**src/rtl/wb_mailbox_pkg.sv**
```systemverilog
// ---------------------------------------------------------------------------
// wb_mailbox_pkg
//   Shared definitions for the Wishbone mailbox slave: register map selector,
//   ack handshake states, STATUS bit positions and IRQ_EN bit positions.
// ---------------------------------------------------------------------------
package wb_mailbox_pkg;

   // Register select taken from wbs_adr_i[3:2]
   typedef enum logic [1:0] {
      REG_M2C_DATA = 2'd0,
      REG_C2M_DATA = 2'd1,
      REG_STATUS   = 2'd2,
      REG_IRQ_EN   = 2'd3
   } reg_sel_e;

   // Bus response handshake
   typedef enum logic {
      ACK_IDLE = 1'b0,
      ACK_RESP = 1'b1
   } ack_state_e;

   // STATUS register layout
   localparam int unsigned ST_M2C_EMPTY   = 0;
   localparam int unsigned ST_M2C_FULL    = 1;
   localparam int unsigned ST_C2M_EMPTY   = 2;
   localparam int unsigned ST_C2M_FULL    = 3;
   localparam int unsigned ST_M2C_OVF     = 4;
   localparam int unsigned ST_C2M_UNF     = 5;
   localparam int unsigned ST_M2C_LVL_LSB = 16;
   localparam int unsigned ST_C2M_LVL_LSB = 24;

   // IRQ_EN register layout
   localparam int unsigned IRQ_RX_AVAIL = 0;
   localparam int unsigned IRQ_ERR      = 1;

   // Full-word byte enable required for data and IRQ_EN writes
   localparam logic [3:0] SEL_WORD = 4'hF;

endpackage

```
**src/rtl/mbx_sync_fifo.sv**
```systemverilog
// ---------------------------------------------------------------------------
// mbx_sync_fifo
//   Single-clock FIFO used for both mailbox directions.
//   clk, rst_n          : clock, async active-low reset (contents discarded)
//   push, push_data     : write request and data
//   pop                 : read request (ignored while empty)
//   head                : oldest entry (meaningless while empty)
//   full, empty, level  : occupancy flags and count (0..DEPTH)
// ---------------------------------------------------------------------------
module mbx_sync_fifo #(
   parameter int unsigned DEPTH = 4,
   parameter int unsigned DW    = 32
) (
   input  logic                     clk,
   input  logic                     rst_n,
   input  logic                     push,
   input  logic [DW-1:0]            push_data,
   input  logic                     pop,
   output logic [DW-1:0]            head,
   output logic                     full,
   output logic                     empty,
   output logic [$clog2(DEPTH):0]   level
);

   localparam int unsigned AW = $clog2(DEPTH);

   logic [DW-1:0] mem [DEPTH];
   logic [AW:0]   wptr_q;
   logic [AW:0]   rptr_q;
   logic          push_en;
   logic          pop_en;

   // Extra pointer MSB distinguishes full from empty when the indices match
   assign empty   = (wptr_q == rptr_q);
   assign full    = (wptr_q[AW] != rptr_q[AW]) && (wptr_q[AW-1:0] == rptr_q[AW-1:0]);
   assign level   = wptr_q - rptr_q;
   assign head    = mem[rptr_q[AW-1:0]];

   // A simultaneous pop frees the slot, so a push into a full FIFO still lands
   assign pop_en  = pop & ~empty;
   assign push_en = push & (~full | pop_en);

   always_ff @(posedge clk or negedge rst_n) begin
      if (!rst_n) begin
         wptr_q <= '0;
         rptr_q <= '0;
      end else begin
         if (push_en) wptr_q <= wptr_q + (AW+1)'(1);
         if (pop_en)  rptr_q <= rptr_q + (AW+1)'(1);
      end
   end

   always_ff @(posedge clk) begin
      if (push_en) mem[wptr_q[AW-1:0]] <= push_data;
   end

endmodule

```
**src/rtl/wb_mailbox_slave.sv**
```systemverilog
// ---------------------------------------------------------------------------
// wb_mailbox_slave
//   Wishbone classic responder giving the management core a two-way mailbox
//   to the darksocv core, with STATUS and IRQ_EN registers.
//   wb_clk_i, wb_rst_ni        : clock, async active-low reset
//   wbs_stb/cyc/we/sel/dat/adr : Wishbone request inputs
//   wbs_ack_o, wbs_dat_o       : one-cycle ack pulse with registered read data
//   m2c_data/valid/ready       : core-side M2C pop interface
//   c2m_data/valid/ready       : core-side C2M push interface
//   irq_o                      : level interrupt (rx available / error)
// ---------------------------------------------------------------------------
module wb_mailbox_slave
   import wb_mailbox_pkg::*;
#(
   parameter logic [31:0] BASE_ADDR = 32'h3000_0000,
   parameter int unsigned DEPTH     = 4,
   parameter int unsigned DW        = 32
) (
   input  logic          wb_clk_i,
   input  logic          wb_rst_ni,
   input  logic          wbs_stb_i,
   input  logic          wbs_cyc_i,
   input  logic          wbs_we_i,
   input  logic [3:0]    wbs_sel_i,
   input  logic [31:0]   wbs_dat_i,
   input  logic [31:0]   wbs_adr_i,
   output logic          wbs_ack_o,
   output logic [31:0]   wbs_dat_o,
   output logic [DW-1:0] m2c_data_o,
   output logic          m2c_valid_o,
   input  logic          m2c_ready_i,
   input  logic [DW-1:0] c2m_data_i,
   input  logic          c2m_valid_i,
   output logic          c2m_ready_o,
   output logic          irq_o
);

   localparam int unsigned LW = $clog2(DEPTH) + 1;

   ack_state_e     state_q, state_d;
   reg_sel_e       reg_sel;
   logic           hit, req, wr, rd, word_sel;

   logic           m2c_wr, m2c_push, m2c_pop, m2c_full, m2c_empty;
   logic [LW-1:0]  m2c_level;
   logic           c2m_rd, c2m_push, c2m_pop, c2m_full, c2m_empty;
   logic [LW-1:0]  c2m_level;
   logic [DW-1:0]  c2m_head;

   logic           ovf_q, unf_q, ovf_set, unf_set, ovf_clr, unf_clr, status_wr;
   logic [1:0]     irq_en_q;
   logic           irq_en_we;
   logic [31:0]    status_w, rdata_d;
   logic           unused_adr;

   // Byte offset inside a word carries no meaning for this register file
   assign unused_adr = ^wbs_adr_i[1:0];

   // ---------------- bus decode ----------------
   assign hit      = (wbs_adr_i[31:4] == BASE_ADDR[31:4]);
   // Only accepted while idle, which gives the mandatory gap between acks
   assign req      = wbs_stb_i & wbs_cyc_i & hit & (state_q == ACK_IDLE);
   assign wr       = req & wbs_we_i;
   assign rd       = req & ~wbs_we_i;
   assign reg_sel  = reg_sel_e'(wbs_adr_i[3:2]);
   assign word_sel = (wbs_sel_i == SEL_WORD);

   assign m2c_wr    = wr & (reg_sel == REG_M2C_DATA) & word_sel;
   assign m2c_push  = m2c_wr & ~m2c_full;
   assign ovf_set   = m2c_wr & m2c_full;

   assign c2m_rd    = rd & (reg_sel == REG_C2M_DATA);
   assign c2m_pop   = c2m_rd & ~c2m_empty;
   assign unf_set   = c2m_rd & c2m_empty;

   assign status_wr = wr & (reg_sel == REG_STATUS) & wbs_sel_i[0];
   assign ovf_clr   = status_wr & wbs_dat_i[ST_M2C_OVF];
   assign unf_clr   = status_wr & wbs_dat_i[ST_C2M_UNF];

   assign irq_en_we = wr & (reg_sel == REG_IRQ_EN) & word_sel;

   // ---------------- core side ----------------
   assign m2c_pop     = m2c_ready_i & ~m2c_empty;
   assign m2c_valid_o = ~m2c_empty;
   assign c2m_push    = c2m_valid_i & ~c2m_full;
   assign c2m_ready_o = ~c2m_full;

   mbx_sync_fifo #(.DEPTH(DEPTH), .DW(DW)) u_m2c_fifo (
      .clk       (wb_clk_i),
      .rst_n     (wb_rst_ni),
      .push      (m2c_push),
      .push_data (wbs_dat_i),
      .pop       (m2c_pop),
      .head      (m2c_data_o),
      .full      (m2c_full),
      .empty     (m2c_empty),
      .level     (m2c_level)
   );

   mbx_sync_fifo #(.DEPTH(DEPTH), .DW(DW)) u_c2m_fifo (
      .clk       (wb_clk_i),
      .rst_n     (wb_rst_ni),
      .push      (c2m_push),
      .push_data (c2m_data_i),
      .pop       (c2m_pop),
      .head      (c2m_head),
      .full      (c2m_full),
      .empty     (c2m_empty),
      .level     (c2m_level)
   );

   // ---------------- register read path ----------------
   always_comb begin
      status_w                          = '0;
      status_w[ST_M2C_EMPTY]            = m2c_empty;
      status_w[ST_M2C_FULL]             = m2c_full;
      status_w[ST_C2M_EMPTY]            = c2m_empty;
      status_w[ST_C2M_FULL]             = c2m_full;
      status_w[ST_M2C_OVF]              = ovf_q;
      status_w[ST_C2M_UNF]              = unf_q;
      status_w[ST_M2C_LVL_LSB +: 8]     = 8'(m2c_level);
      status_w[ST_C2M_LVL_LSB +: 8]     = 8'(c2m_level);
   end

   always_comb begin
      rdata_d = '0;
      unique case (reg_sel)
         REG_M2C_DATA: rdata_d = '0;
         REG_C2M_DATA: if (!c2m_empty) rdata_d = c2m_head;
         REG_STATUS:   rdata_d = status_w;
         REG_IRQ_EN:   rdata_d = {30'd0, irq_en_q};
      endcase
   end

   // ---------------- ack FSM ----------------
   always_comb begin
      state_d   = state_q;
      wbs_ack_o = 1'b0;
      unique case (state_q)
         ACK_IDLE: if (req) state_d = ACK_RESP;
         ACK_RESP: begin
            wbs_ack_o = 1'b1;
            state_d   = ACK_IDLE;
         end
      endcase
   end

   always_ff @(posedge wb_clk_i or negedge wb_rst_ni) begin
      if (!wb_rst_ni) begin
         state_q   <= ACK_IDLE;
         wbs_dat_o <= '0;
         ovf_q     <= 1'b0;
         unf_q     <= 1'b0;
         irq_en_q  <= '0;
         irq_o     <= 1'b0;
      end else begin
         state_q   <= state_d;
         wbs_dat_o <= rd ? rdata_d : '0;
         // Set takes priority over a same-cycle W1C
         ovf_q     <= ovf_set | (ovf_q & ~ovf_clr);
         unf_q     <= unf_set | (unf_q & ~unf_clr);
         if (irq_en_we) irq_en_q <= wbs_dat_i[1:0];
         irq_o     <= (irq_en_q[IRQ_RX_AVAIL] & ~c2m_empty) |
                      (irq_en_q[IRQ_ERR] & (ovf_q | unf_q));
      end
   end

endmodule

```
**config.mk**
```make
export PLATFORM = sky130hd
export DESIGN_NAME = wb_mailbox_slave
export DESIGN_NICKNAME = d
export VERILOG_FILES = /design/src/rtl/wb_mailbox_pkg.sv /design/src/rtl/mbx_sync_fifo.sv /design/src/rtl/wb_mailbox_slave.sv
export SDC_FILE = /design/constraint.sdc
export NUM_CORES = 1
export LEC_CHECK = 0
export CAP_MARGIN = 30
export CORE_UTILIZATION = 60
export CTS_BUF_LIST = sky130_fd_sc_hd__clkbuf_4
export CTS_CLUSTER_SIZE = 28
export DETAILED_ROUTE_END_ITERATION = 8
export GPL_TIMING_DRIVEN = 0
export PLACE_DENSITY = 0.9
export SLEW_MARGIN = 20
export SYNTH_ARGS = -nofsm -noshare
export SYNTH_HDL_FRONTEND = slang
export SYNTH_HIERARCHICAL = 1
export SYNTH_SLANG_ARGS = --single-unit
export TNS_END_PERCENT = 5
```
**constraint.sdc**
```tcl
create_clock -name wb_clk_i -period 11.9 [get_ports wb_clk_i]
set_clock_uncertainty 0.2 [all_clocks]
set_input_delay 1.19 -clock wb_clk_i [delete_from_list [all_inputs] [get_ports wb_clk_i]]
set_output_delay 1.19 -clock wb_clk_i [all_outputs]
set_load 0.05 [all_outputs]
```
==> flow_summary_export.csv, run 1 <==
group,metric,value,unit
outcome,outcome,"completed",
sta,finalCriticalPeriod,4.99,ns
logic_synthesis,synth.largest_area_cell,"edfxtp_1",
worst_hold_path,hold_class,"flip-flop to flip-flop",
placement,gp_congestion,0.854,
cts,path_clk_slew,0.07,ns
finish,areaGrowthSynthToFinish,28.1,%
power_and_ir_drop,leakage,5.32,nW
floorplanning,die-area,20300,um2
power_and_ir_drop,pwr_density_cell,199,nW/um2
logic_synthesis,synth_seq_cells,306,
drt,drtIter0Drc,402,
sta,max_freq,0.200,GHz
setup_path,startpoint_type,"flip-flop",
grt,grt_max_degree,51,
finish,nets,953,
logic_synthesis,synthTopCellsByArea,"edfxtp_1 65%, mux4_2 12%, dfrtp_1 11%, ha_1 1.5%, and2_1 1.1%",
placement,dp_hpwl,16900,um
floorplanning,num_rows,51,
floorplanning,die_y,143,um
finish,finalNonFillerCells,1153,
cts,cts_max_level,3,
logic_synthesis,yosysSeqAreaShare,0.754,
grt,grt_pass1_wl,39100,um
placement,place_inst,1017,
grt,grt_pass1_vias,7271,
sta,period_share,0.420,
floorplanning,coreArea,19400,um2
setup_path,cp.required,10.51,ns
sta,setup_viol,0,
finish,fillers,981,
cts,clockRootBuffer,"clkbuf_4",
setup_path,cp-end-kind,"output port",
logic_synthesis,yosysWarnings,6,
sta,relSlewSlack,0.511,
drt,wl,25700,um
drt,firstDrtPassIters,5,
cts,clock_latency,0.68,ns
power_and_ir_drop,peakVddDrop,0.110,mV
placement,numPortBuffers,172,
grt,overflow,0,
logic_synthesis,syn-num-nets,695,
placement,place_area,14100,um2
floorplanning,num_io_pins,175,
drt,avgRoutedWirePerCell,22.3,um
logic_synthesis,synthCells,572,
logic_synthesis,synth_area,11800,um2
logic_synthesis,yosysTopAreaCellShare,0.649,
drt,vias_per_cell,5.71,
finish,final_common_cell,"edfxtp_1",
logic_synthesis,ys.flop_type,"edfxtp_1",
drt,drcViolationCount,0,
setup_path,arrival,3.60,ns
logic_synthesis,synthArstFlopShare,0.163,
cts,cts.sinks,306,
sta,worst_pin_slew,0.734,ns
setup_path,cp_max_fo,10,
finish,final_layout_size_suffix_gt1_frac,0.280,
sta,setup_tns,0,ns
finish,fin_area,15200,um2
cts,cts_tree,"done",
grt,antenna_found_initial,1,
drt,via_count,6589,
setup_path,critical_path_class,"flip-flop to output port",
cts,clock_path_buffers,3,
drt,antenna_left,0,
logic_synthesis,synthDistinctLibCells,44,
grt,grt_usage,0.267,
cts,postCtsHoldBufs,0,
finish,final_cell_mix,"256 x edfxtp_1, 171 x clkdlybuf4s50_1, 115 x clkbuf_4",
sta,rsz0062_at_grt,"no",
floorplanning,start_util,0.611,
sta,hold_viol_final,0,
sta,slew_violations,0,
cts,post-cts-setup-buffer-count,0,
job,drv_cap,0,
floorplanning,die_w,143,um
logic_synthesis,synth.avg_cell_area,20.7,um2
cts,cts.repair.resized,0,
cts,cts_buffers,76,
logic_synthesis,synth-edff-count,256,
==> kinds of logic (layout without fill, tap and decap cells) <==
| logic type | Yosys count | after routing | share of synthesized area |
|---|---|---|---|
| fa+ha+maj | 16 | 16 | 0.0182 |
| simple gates | 97 | 97 | 0.0557 |
| compound gates | 30 | 30 | 0.0173 |
| mux | 74 | 74 | 0.132 |
| xor+xnor | 8 | 8 | 0.00718 |
| flops | 306 | 306 | 0.754 |
| other cells | 0 | 1 | 0 |
| buf+inv | 41 | 356 | 0.0156 |
==> power breakdown <==
part	total, mW	internal (mW)	switching (mW)
registers	1.31	1.27	0.0342
clock network	0.908	0.508	0.401
logic	0.800	0.320	0.480
==> flip-flops by register name, summed over array words and instances, names as in the netlist <==
signal             count
u_c2m_fifo/mem       128
u_m2c_fifo/mem       128
wbs_dat_o             32
u_c2m_fifo/rptr_q      3
u_c2m_fifo/wptr_q      3
u_m2c_fifo/rptr_q      3
u_m2c_fifo/wptr_q      3
irq_en_q               2
irq_o                  1
ovf_q                  1
state_q                1
unf_q                  1
==> layout make-up <==
class,instances,area (um2),share of cell area
tap,265,332,0.0219
clock buffer,115,863,0.0569
multi-input combinational,225,2750,0.181
antenna,1,2.50,0.000165
buffer,22,114,0.00750
inverter,19,71.3,0.00470
timing repair buffer,180,1930,0.127
sequential,306,8940,0.589
clock inverter,20,166,0.0110
==> through the flow <==
step | hold WS, ns | setup WS, ns | util | power (mW)
after floorplan | 0.276 | 7.38 | - | 1.85
after global placement | 0.310 | 5.58 | 0.717 | 2.07
after detailed placement | 0.318 | 7.34 | 0.729 | 2.13
after CTS | 0.340 | 6.86 | 0.782 | 3.04
after global routing | 0.373 | 6.68 | 0.782 | 3.14
final | 0.346 | 6.91 | 0.782 | 3.01
==> final timing paths <==
| kind | start | to | slack, ns | depth (start not counted) |
|---|---|---|---|---|
| setup / recovery | u_c2m_fifo/rptr_q[1] | c2m_ready_o | 6.91 | 8 |
| hold / removal | unf_q | unf_q | 0.35 | 2 |
| setup reg to reg | u_c2m_fifo/rptr_q[1] | u_c2m_fifo/mem[2][8] | 7.36 | 13 |
| hold reg to reg | unf_q | unf_q | 0.35 | 2 |
| max in group asynchronous | wb_rst_ni | wbs_dat_o[8] | 10.62 | 1 |
| min in group asynchronous | wb_rst_ni | wbs_dat_o[31] | 0.37 | 1 |
==> Yosys cell counts (5+ instances only) <==
master,n
edfxtp_1,256
mux4_2,64
dfrtp_1,50
nand2_1,24
and2_1,20
inv_1,19
ha_1,14
nand3b_1,13
a21oi_2,9
clkbuf_1,8
o21ai_0,8
and3_1,7
buf_2,7
mux2_2,6
nor2b_1,6
xnor2_1,6
nor2_1,5
==> worst max-delay path, cell delays in order (launching register included) <==
cell             delay, ns
dfrtp_1               0.41
buf_2                 0.24
buf_1                 0.47
inv_1                 0.10
ha_1                  0.35
nand2_1               0.13
nor2_1                0.44
inv_1                 0.08
clkdlybuf4s50_1       0.72
==> per-layer routing <==
metal	vias to the layer above	track usage	routed length, um
met3	44	0.0673	1970
met5	-	0	0
met1	3373	0.306	9090
li1	2849	-	-
met4	0	0.124	595
met2	323	0.472	14100
Power figures use the tool's default switching activity.
==> inputs of run 2 (changes only) <==
--- a/config.mk
+++ b/config.mk
@@ -6,12 +6,12 @@
 export NUM_CORES = 1
 export LEC_CHECK = 0
 export CAP_MARGIN = 30
-export CORE_UTILIZATION = 60
+export CORE_UTILIZATION = 51
 export CTS_BUF_LIST = sky130_fd_sc_hd__clkbuf_4
 export CTS_CLUSTER_SIZE = 28
 export DETAILED_ROUTE_END_ITERATION = 8
 export GPL_TIMING_DRIVEN = 0
-export PLACE_DENSITY = 0.9
+export PLACE_DENSITY = 0.82
 export SLEW_MARGIN = 20
 export SYNTH_ARGS = -nofsm -noshare
 export SYNTH_HDL_FRONTEND = slang
==> constraint.sdc (replaced) <==
create_clock -name wb_clk_i -period 4.4 [get_ports wb_clk_i]
set_clock_uncertainty 0.2 [all_clocks]
set_input_delay 0.44 -clock wb_clk_i [delete_from_list [all_inputs] [get_ports wb_clk_i]]
set_output_delay 0.44 -clock wb_clk_i [all_outputs]
set_load 0.05 [all_outputs]
==> flow_summary_export.csv, run 2 (synthesis gave the netlist of run 1 again) <==
group,metric,value,unit
finish,final_common_cell,"edfxtp_1",
cts,cts.sinks,306,
finish,nets,955,
floorplanning,die_y,154,um
cts,clockRootBuffer,"clkbuf_4",
finish,final_layout_size_suffix_gt1_frac,0.280,
placement,gp_congestion,0.825,
drt,avgRoutedWirePerCell,20.3,um
job,drv_cap,0,
setup_path,cp.required,4.55,ns
sta,period_share,0.930,
power_and_ir_drop,leakage,5.31,nW
setup_path,worstRegToRegCells,12,
drt,firstDrtPassIters,4,
sta,max_freq,0.244,GHz
setup_path,startpoint_type,"flip-flop",
power_and_ir_drop,peakVddDrop,0.347,mV
drt,wl,23900,um
sta,rsz0062_at_grt,"no",
setup_path,rr_startpoint,"u_c2m_fifo/rptr_q[1]",
grt,overflow,0,
drt,antenna_left,0,
power_and_ir_drop,p_total,8.11,mW
grt,grt_pass1_wl,37400,um
outcome,outcome,"completed",
drt,drcViolationCount,0,
floorplanning,start_util,0.522,
drt,drtIter0Drc,346,
cts,path_clk_slew,0.06,ns
finish,final_cell_mix,"256 x edfxtp_1, 171 x clkdlybuf4s50_1, 116 x clkbuf_4",
cts,cts.repair.resized,0,
sta,setup_viol,0,
floorplanning,num_rows,55,
setup_path,r2r_end,"u_c2m_fifo/mem[1][17]",
cts,cts_max_level,3,
cts,cts_buffers,78,
finish,fin_area,15200,um2
placement,numPortBuffers,172,
power_and_ir_drop,pwr_density_cell,533,nW/um2
setup_path,critical_path_class,"flip-flop to flip-flop",
sta,setup_ws,0.308,ns
sta,finalCriticalPeriod,4.09,ns
worst_hold_path,hold_class,"primary input to async pin",
grt,antenna_found_initial,2,
sta,slew_violations,0,
sta,relSlewSlack,0.481,
floorplanning,die_w,154,um
cts,cts_tree,"done",
finish,areaGrowthSynthToFinish,28.3,%
placement,place_area,14200,um2
setup_path,arrival,4.24,ns
grt,grt_usage,0.210,
placement,post-place-ws,-0.0227,ns
setup_path,reg2reg_slack,0.31,ns
cts,post-cts-setup-buffer-count,0,
cts,clock_latency,0.67,ns
floorplanning,coreArea,22700,um2
cts,clock_path_buffers,3,
drt,vias_per_cell,5.38,
drt,via_count,6345,
grt,grt_pass1_vias,7059,
sta,worst_pin_slew,0.779,ns
sta,hold_viol_final,0,
floorplanning,die-area,23800,um2
floorplanning,num_io_pins,175,
sta,setup_tns,0,ns
setup_path,cp_max_fo,17,
setup_path,cp-end-kind,"flip-flop",
grt,grt_max_degree,51,
placement,dp_hpwl,15900,um
finish,fin_util,0.669,
run 2: what timing repair did:
item	4_1_cts	5_1_grt
hold buffers	1	0
endpoints found under the hold margin	50	0
endpoints found under the setup margin	26	0
run 2: how the worst max path moves through the flow:
stage,startpoint,to,cells past startpoint
detailed placement,u_c2m_fifo/rptr_q[1],u_c2m_fifo/mem[1][22],13
CTS,u_m2c_fifo/rptr_q[1],m2c_valid_o,8
finish,u_c2m_fifo/rptr_q[1],u_c2m_fifo/mem[1][17],12
global placement,u_m2c_fifo/rptr_q[1],u_m2c_fifo/mem[3][6],9
floorplan,u_m2c_fifo/rptr_q[1],u_m2c_fifo/mem[3][0],9
global route,u_m2c_fifo/rptr_q[1],u_m2c_fifo/mem[3][6],10
run 2: final cells by class:
type	count	area (um2)
inverters	19	71.3
clock inverters	25	168
plain buffers	21	110
well taps	285	357
repair buffers	181	1930
diodes	1	2.50
multi-input cells	225	2750
flip-flops and latches	306	8940
fillers	1454	7510
clock buffers	116	871
run 2: layer usage:
| layer | global-route usage | share of wire | vias up | wire, um |
|---|---|---|---|---|
| met5 | 0 | 0.00054 | - | 13 |
| li1 | - | - | 2869 | - |
| met2 | 0.362 | 0.52 | 245 | 12500 |
| met1 | 0.245 | 0.37 | 3176 | 8930 |
| met3 | 0.0639 | 0.076 | 53 | 1810 |
| met4 | 0.0896 | 0.028 | 2 | 663 |
run 2: where the power goes:
group          internal, mW  switching (mW)  leakage [nW]
clock                  1.33            1.10         0.608
sequential             3.44          0.0846          3.01
combinational         0.869            1.28          1.70
total                  5.64            2.46          5.31
run 2: worst max-delay path: stages (launching register included):
cell and delay, ns:
dfrtp_1 0.40, buf_2 0.38, inv_1 0.11, ha_1 0.32, nand2_1 0.14, nor2b_1 0.14, or3_1 0.38, nor3_2 0.25
buf_2 0.33, nand3b_1 0.20, or2_1 0.16, and3_2 0.52, buf_16 0.22
run 2: through the flow:
step / hold WS [ns] / std cells
floorplan: -0.0556 / 572
finish: 0.141 / 1179
detailed placement: 0.314 / 1037
CTS: 0.128 / 1178
global route: 0.151 / 1179
global placement: 0.300 / 1029
==> inputs of run 3 (changes only) <==
--- a/config.mk
+++ b/config.mk
@@ -6,6 +6,7 @@
 export NUM_CORES = 1
 export LEC_CHECK = 0
 export CAP_MARGIN = 30
+export CORE_MARGIN = 4
 export CORE_UTILIZATION = 51
 export CTS_BUF_LIST = sky130_fd_sc_hd__clkbuf_4
 export CTS_CLUSTER_SIZE = 28
==> flow_summary_export.csv, run 3 (synthesis gave the netlist of run 1 again) <==
group,metric,value,unit
outcome,outcome,"completed",
cts,post-cts-setup-buffer-count,0,
drt,antenna_left,0,
cts,clock_latency,0.65,ns
floorplanning,num_rows,55,
sta,worst_pin_slew,0.742,ns
setup_path,crit_path_start,"u_m2c_fifo/rptr_q[1]",
finish,final_layout_size_suffix_gt1_frac,0.274,
grt,met2_usage,0.331,
finish,areaGrowthSynthToFinish,27.7,%
sta,hold_viol_final,0,
drt,drcViolationCount,0,
placement,gp_congestion,0.787,
sta,max_freq,0.245,GHz
placement,post-place-ws,0.0824,ns
grt,grt_pass1_vias,7215,
floorplanning,num_io_pins,175,
setup_path,arrival,4.22,ns
cts,cts_max_level,3,
worst_hold_path,hold_class,"primary input to async pin",
setup_path,startpoint_type,"flip-flop",
grt,overflow,0,
sta,rsz0062_at_grt,"no",
power_and_ir_drop,peakVddDrop,0.354,mV
sta,finalCriticalPeriod,4.08,ns
grt,use_met3,0.0488,
cts,clockRootBuffer,"clkbuf_4",
sta,period_share,0.928,
finish,seqCellArea,8940,um2
grt,top_usage_layer,"met2",
setup_path,rr_startpoint,"u_m2c_fifo/rptr_q[1]",
drt,avgRoutedWirePerCell,20.0,um
placement,numPortBuffers,172,
finish,fillers,1523,
drt,via_count,6351,
cts,cts.repair.resized,0,
cts,path_clk_slew,0.06,ns
cts,clock_path_buffers,3,
sta,setup_ws,0.316,ns
placement,dp_hpwl,16200,um
finish,multiInputGateArea,2750,um2
drt,drtIter0Drc,434,
power_and_ir_drop,pwr_density_cell,522,nW/um2
floorplanning,coreArea,22800,um2
finish,nets,954,
setup_path,cp.required,4.53,ns
finish,final_cell_mix,"256 x edfxtp_1, 171 x clkdlybuf4s50_1, 111 x clkbuf_4",
cts,cts_tree,"done",
sta,relSlewSlack,0.505,
grt,use_met1,0.228,
cts,cts_buffers,77,
setup_path,cp_max_fo,20,
finish,fin_util,0.664,
floorplanning,die_w,160,um
floorplanning,die_y,160,um
job,drv_cap,0,
finish,final_common_cell,"edfxtp_1",
grt,antenna_found_initial,1,
cts,cts.sinks,306,
power_and_ir_drop,leakage,5.25,nW
drt,wl,24100,um
drt,vias_per_cell,5.27,
sta,setup_viol,0,
grt,grt_usage,0.190,
floorplanning,die-area,25700,um2
setup_path,cp-end-kind,"flip-flop",
grt,grt_max_degree,51,
setup_path,critical_path_class,"flip-flop to flip-flop",
sta,slew_violations,0,
grt,grt_pass1_wl,37900,um
drt,firstDrtPassIters,4,
floorplanning,start_util,0.520,
run 3: final timing paths:
check	depth (start not counted)	end	slack [ns]
setup / recovery	10	u_m2c_fifo/mem[3][15]	0.32
hold / removal	2	wbs_dat_o[27]	0.18
setup reg to reg	10	u_m2c_fifo/mem[3][15]	0.32
hold reg to reg	1	u_c2m_fifo/wptr_q[0]	0.34
max in group asynchronous	2	u_m2c_fifo/rptr_q[2]	3.32
min in group wb_clk_i	1	u_m2c_fifo/mem[2][6]	0.21
run 3: layout make-up:
class / count / share of cell area
diodes: 1 / 0.000165
plain buffers: 21 / 0.00728
clock buffers: 111 / 0.0551
clock inverters: 27 / 0.00852
inverters: 19 / 0.00471
multi-input cells: 225 / 0.182
flip-flops and latches: 306 / 0.591
well taps: 313 / 0.0259
repair buffers: 181 / 0.126
run 3: report_power, final:
part           switching [mW]  total (mW)  leakage [nW]  internal (mW)
registers              0.0823        3.52          3.01           3.44
clock network            1.08        2.26         0.558           1.17
logic                    1.27        2.13          1.69          0.856
run 3: worst max-delay path: stages, from the launching register on:
cell	delay, ns
dfrtp_1	0.41
buf_2	0.24
buf_1	0.55
inv_1	0.11
ha_1	0.33
nand2_1	0.13
nor2_1	0.12
nor4_1	0.62
nand2_1	0.27
a21oi_4	0.55
buf_16	0.24
run 3: stage by stage:
stage               power [mW]  hold slack (ns)  area, um2  std cells  setup TNS, ns
finish                    7.90            0.176      15100       1204              0
global route              8.31            0.157      15100       1204              0
CTS                       8.02            0.147      15100       1204              0
detailed placement        5.74            0.320      14200       1065              0
global placement          5.62            0.307      14000       1057        -121.46
floorplan                 4.99          -0.0556      11900        572              0
run 3: timing repair:
item	in CTS	in global routing
endpoints found under the hold margin	50	0
setup endpoints to repair	0	79
hold buffers	1	0
run 3: per-layer routing:
| layer | share of wire | wire, um |
|---|---|---|
| met3 | 0.069 | 1660 |
| met1 | 0.38 | 9150 |
| met2 | 0.53 | 12700 |
| met4 | 0.022 | 523 |
| met5 | 0 | 0 |
==> RTL edit 1: new RTL, settings of run 2 <==
Register the output `irq_o` once more, cleared by the reset; this adds one clock of latency there. The other outputs are not delayed to match.
--- a/src/rtl/wb_mailbox_slave.sv
+++ b/src/rtl/wb_mailbox_slave.sv
@@ -38,2 +38,4 @@
    localparam int unsigned LW = $clog2(DEPTH) + 1;
+
+   logic irq_s0;
 
@@ -154,3 +156,3 @@
          irq_en_q  <= '0;
-         irq_o     <= 1'b0;
+         irq_s0    <= 1'b0;
       end else begin
@@ -162,4 +164,12 @@
          if (irq_en_we) irq_en_q <= wbs_dat_i[1:0];
-         irq_o     <= (irq_en_q[IRQ_RX_AVAIL] & ~c2m_empty) |
+         irq_s0    <= (irq_en_q[IRQ_RX_AVAIL] & ~c2m_empty) |
                       (irq_en_q[IRQ_ERR] & (ovf_q | unf_q));
+      end
+   end
+
+   always_ff @(posedge wb_clk_i or negedge wb_rst_ni) begin
+      if (!wb_rst_ni) begin
+         irq_o <= '0;
+      end else begin
+         irq_o <= irq_s0;
       end
Function: changed (Yosys sat finds a counterexample within 4 cycles, from zero or initial values and one cycle with wb_rst_ni low).
==> RTL edit 1 against run 2 <==
  * Cell count is 2.0% higher
  * Design area increased by 0.68%
  * Sequential cell count rose by 1
  * Total power barely moved
  * Highest routed layer unchanged
  * Die area grew 0.56%
  * Synthesized area up 0.57%
  * Worst setup slack better by 0.0090 ns
  * Hold slack better by 0.018 ns
  * Largest cell class unchanged
  * Wire length rose by 0.35%
  * Largest power group unchanged
==> RTL edit 1: results (changes against run 2) <==
Status
  – Status: finished clean

CTS
  – Num CTS Buffers: 76 (-2.6%)
  – CTS hold repair buffers: 4 (+3)

Yosys
  – Asr flop ratio synth: 16.6% (+0.27 points)
  – Post-Syn Instances: 567 (-0.87%)
  – Syn_nets: 690 (-0.72%)
  – Number of library cell types mapped by synthesis: 49 (+11%)
  – Sequential area share after synthesis: 75.2% (-0.22 points)
  – Commonest cells in the netlist: edfxtp_1 (256), mux4_2 (64), dfrtp_1 (51)

Setup path
  – Worst path arrival time: 4.23 ns (about the same)
  – Crit-path max FO: 24 (+7)
  – Crit-path max cell delay: 0.42 ns (-0.10 ns)
  – Critical R2R Capture: u_c2m_fifo/mem[1][6]$_DFFE_PP_
  – Cell at the slowest stage of the critical path: dfrtp_1

Pwr
  – Maximum vdd drop: 0.287 mV (-17%)
  – Pleak: 5.38 nW (+1.3%)
  – Int Pwr: 5.66 mW (+0.29%)
  – Sw Pwr: 2.45 mW (-0.77%)
  – Sequential power: 3.54 mW (about the same)

Detailed routing
  – Vias post-DR: 6,361 (+0.25%)
  – Routed Wire Length: 24,000 µm (+0.35%)
  – DR vias/cell: 5.29 (-1.7%)
  – DRT Pass-1 Iters: 5 (+1)
  – 1st-iter DRT viols: 435 (+26%)

Worst hold path
  – Tightest Hold Check Type: reg2reg

Placed design
  – Total placed cells including tap cells: 1,058 (+2.0%)
  – Port Buffers: 169 (-1.7%)
  – Dpl ws: -0.0578 ns (-0.0351 ns)
  – RD Place Congestion: 0.778 (-5.7%)
  – DP Area: 0.0142 mm² (+0.62%)
  – DP HPWL: 16,200 µm (+1.6%)

Global routing
  – Vias in the first global route: 7,037 (-0.31%)
  – First-pass GRT wire length: 37,700 µm (+0.98%)
  – Pin count of the biggest net entering global routing: 52 (+2.0%)
  – Initial antenna violation count: 3 (+1)

Timing
  – Max-slew headroom: 51.5% (+3.4 points)

Final layout
  – Final net count: 949 (-0.63%)
  – Share of cells above drive strength 1: 29.3% (+1.3 points)
==> RTL edit 1: layout make-up <==
class | count | area [µm²]
Fill cell | 1477 | 7480
Buffer | 26 | 150
Clock inverter | 14 | 83.8
Timing Repair Buffer | 182 | 1940
Clock buffer | 125 | 938
Antenna cell | 2 | 5.00
Inverter | 21 | 78.8
Sequential cell | 307 | 8960
Tap cell | 313 | 392
Multi-Input combinational cell | 212 | 2750
==> RTL edit 1: worst max-delay path by stage <==
stage	slack, ns	start	cells past startpoint	to
floorplan	0.29	u_m2c_fifo/rptr_q[1]$_DFFE_PN0P_	9	u_m2c_fifo/mem[3][0]$_DFFE_PP_
global placement	-1.24	wbs_adr_i[21]	8	u_m2c_fifo/mem[3][13]$_DFFE_PP_
detailed placement	-0.06	u_c2m_fifo/rptr_q[1]$_DFFE_PN0P_	13	u_c2m_fifo/mem[1][10]$_DFFE_PP_
CTS	0.30	u_m2c_fifo/rptr_q[1]$_DFFE_PN0P_	8	m2c_valid_o
global route	0.11	u_c2m_fifo/rptr_q[1]$_DFFE_PN0P_	12	u_c2m_fifo/mem[1][14]$_DFFE_PP_
finish	0.32	u_c2m_fifo/rptr_q[1]$_DFFE_PN0P_	12	u_c2m_fifo/mem[1][6]$_DFFE_PP_
==> RTL edit 1: cells by family after synthesis <==
family / Yosys count / synth area share [%]
DFF: 307 / 75.2
and+or+nand+nor: 84 / 5.38
muxes: 74 / 13.1
buffers and inverters: 48 / 1.95
AOI/OAI and AO/OA: 30 / 1.84
adders and majority gates: 16 / 1.81
xor gates and xnor gates: 8 / 0.714
==> RTL edit 1: routing by layer <==
| layer | global-route usage, % | part of all wire [%] |
|---|---|---|
| met1 | 24.9 | 38 |
| met2 | 36.7 | 53 |
| met3 | 6.55 | 7.8 |
| met4 | 8.58 | 1.9 |
| met5 | 0 | 0.054 |
==> RTL edit 2: new RTL, config.mk and constraints of run 2 <==
Without the edit above. `DEPTH` is set to 4 in 2 places; all go to 16.
--- a/src/rtl/mbx_sync_fifo.sv
+++ b/src/rtl/mbx_sync_fifo.sv
@@ -10,3 +10,3 @@
 module mbx_sync_fifo #(
-   parameter int unsigned DEPTH = 4,
+   parameter int unsigned DEPTH = 16,
    parameter int unsigned DW    = 32
--- a/src/rtl/wb_mailbox_slave.sv
+++ b/src/rtl/wb_mailbox_slave.sv
@@ -15,3 +15,3 @@
    parameter logic [31:0] BASE_ADDR = 32'h3000_0000,
-   parameter int unsigned DEPTH     = 4,
+   parameter int unsigned DEPTH     = 16,
    parameter int unsigned DW        = 32
Behaviour: not the same (a bounded check fails within 10 cycles, from zero or initial values and one cycle with wb_rst_ni low).
==> RTL edit 2 against run 2 <==
  * The run now ends with negative setup slack left
  * Fmax shrank 8.1%
  * Sequential cell count grew 776
  * Wire length grew to 4.3 times the old value
  * Worst setup slack lost 0.36 ns
  * Global-route usage grew 3.7 points
  * Register-to-register slack lost 0.33 ns
  * Total power grew to 3.3 times the old value
  * Sequential share of layout area grew 4.8 points
  * Design area grew to 3.3 times the old value
  * Clock power grew to 3.4 times the old value
  * Non-clock buffer count grew 190
  * Synthesized area grew to 3.6 times the old value
  * Critical path type is now reg2out
  * Largest power group unchanged
  * Highest routed layer unchanged
==> RTL edit 2: results (changes against run 2) <==
Timing
  – Hold slack: 0.0587 ns (-0.0827 ns)
  – Final WS setup: -0.0547 ns (-0.363 ns)
  – Endpoints failing setup: 2 (+2)
  – TNS Setup: -0.0785 ns (-0.0785 ns)

Setup path
  – Crit-path max cell delay: 0.41 ns (-0.11 ns)
  – Cell at the slowest stage of the critical path: clkbuf_1
  – R2R Setup Slk: -0.02 ns (-0.33 ns)
  – Worst path top cell family by delay: buffers and inverters
  – Critical R2R Launch: u_m2c_fifo/rptr_q[3]$_DFFE_PN0P_

CTS
  – Worst-skew pair later-pin latency: 1.10 ns (+0.43 ns)
  – Buffer depth of the longest clock path: 4 (+1)
  – Htree depth: 5 (+2)

Placed design
  – DP HPWL: 65,100 µm (+310%)
  – Port Buffers: 171 (-0.58%)
  – Dpl ws: -1.49 ns (-1.47 ns)

Yosys
  – Number of library cell types mapped by synthesis: 50 (+14%)
  – Commonest cells in the netlist: edfxtp_1 (1,024), mux2i_1 (192), mux4_2 (192)
  – Synth top area cells: edfxtp_1 (73%), mux4_2 (10%), mux2i_1 (4.6%), dfrtp_1 (3.4%), a221oi_1 (1.3%)
  – Syn Area/Cell: 20.8 µm² (+0.38%)
  – Syn_nets: 2,155 (+210%)

Detailed routing
  – 1st-iter DRT viols: 2,559 (+640%)
  – Routed Wire Length: 103,000 µm (+330%)
  – DRT Pass-1 Iters: 5 (+1)
  – Met1 Routed Length: 36,600 µm (+310%)
  – Met2 routed WL: 52,600 µm (+320%)

Pwr
  – Sw Pwr: 8.04 mW (+230%)
  – Comb. pwr: 6.40 mW (+200%)
  – Sequential power share: 45.0% (+1.5 points)

Final layout
  – Share of cells above drive strength 1: 30.0% (+2.0 points)

Status
  – Status: finished, violations left
  – Failing checks: negative setup slack

Global routing
  – Vias in the first global route: 24,100 (+240%)
  – Pin count of the biggest net entering global routing: 50 (-2.0%)
  – GR met3 Demand/Resource: 6.23% (-0.16 points)
-- RTL edit 2: area by class of cell --
| type | count | area, µm² |
|---|---|---|
| clock inverter | 65 | 382 |
| multi-input combinational | 811 | 9450 |
| fill | 5332 | 31400 |
| timing repair buffer | 279 | 3430 |
| buffer | 113 | 776 |
| sequential | 1082 | 32200 |
| inverter | 20 | 78.8 |
| clock buffer | 386 | 2900 |
| antenna | 9 | 22.5 |
| tap | 1070 | 1340 |
-- RTL edit 2: repair_timing --
action / in CTS / in global routing
setup endpoints to repair: 1068 / 399
hold buffers: 15 / 0
pin swaps: 18 / 1
setup buffers: 31 / 3
hold endpoints to repair: 182 / 0
resized for setup: 48 / 19
-- RTL edit 2: cells by family after synthesis --
family,synth area share (%)
simple gates,2.14
xor+xnor,0.499
buf+inv,1.93
flops,76.4
fa+ha+maj,0.629
mux,14.9
compound gates,3.55
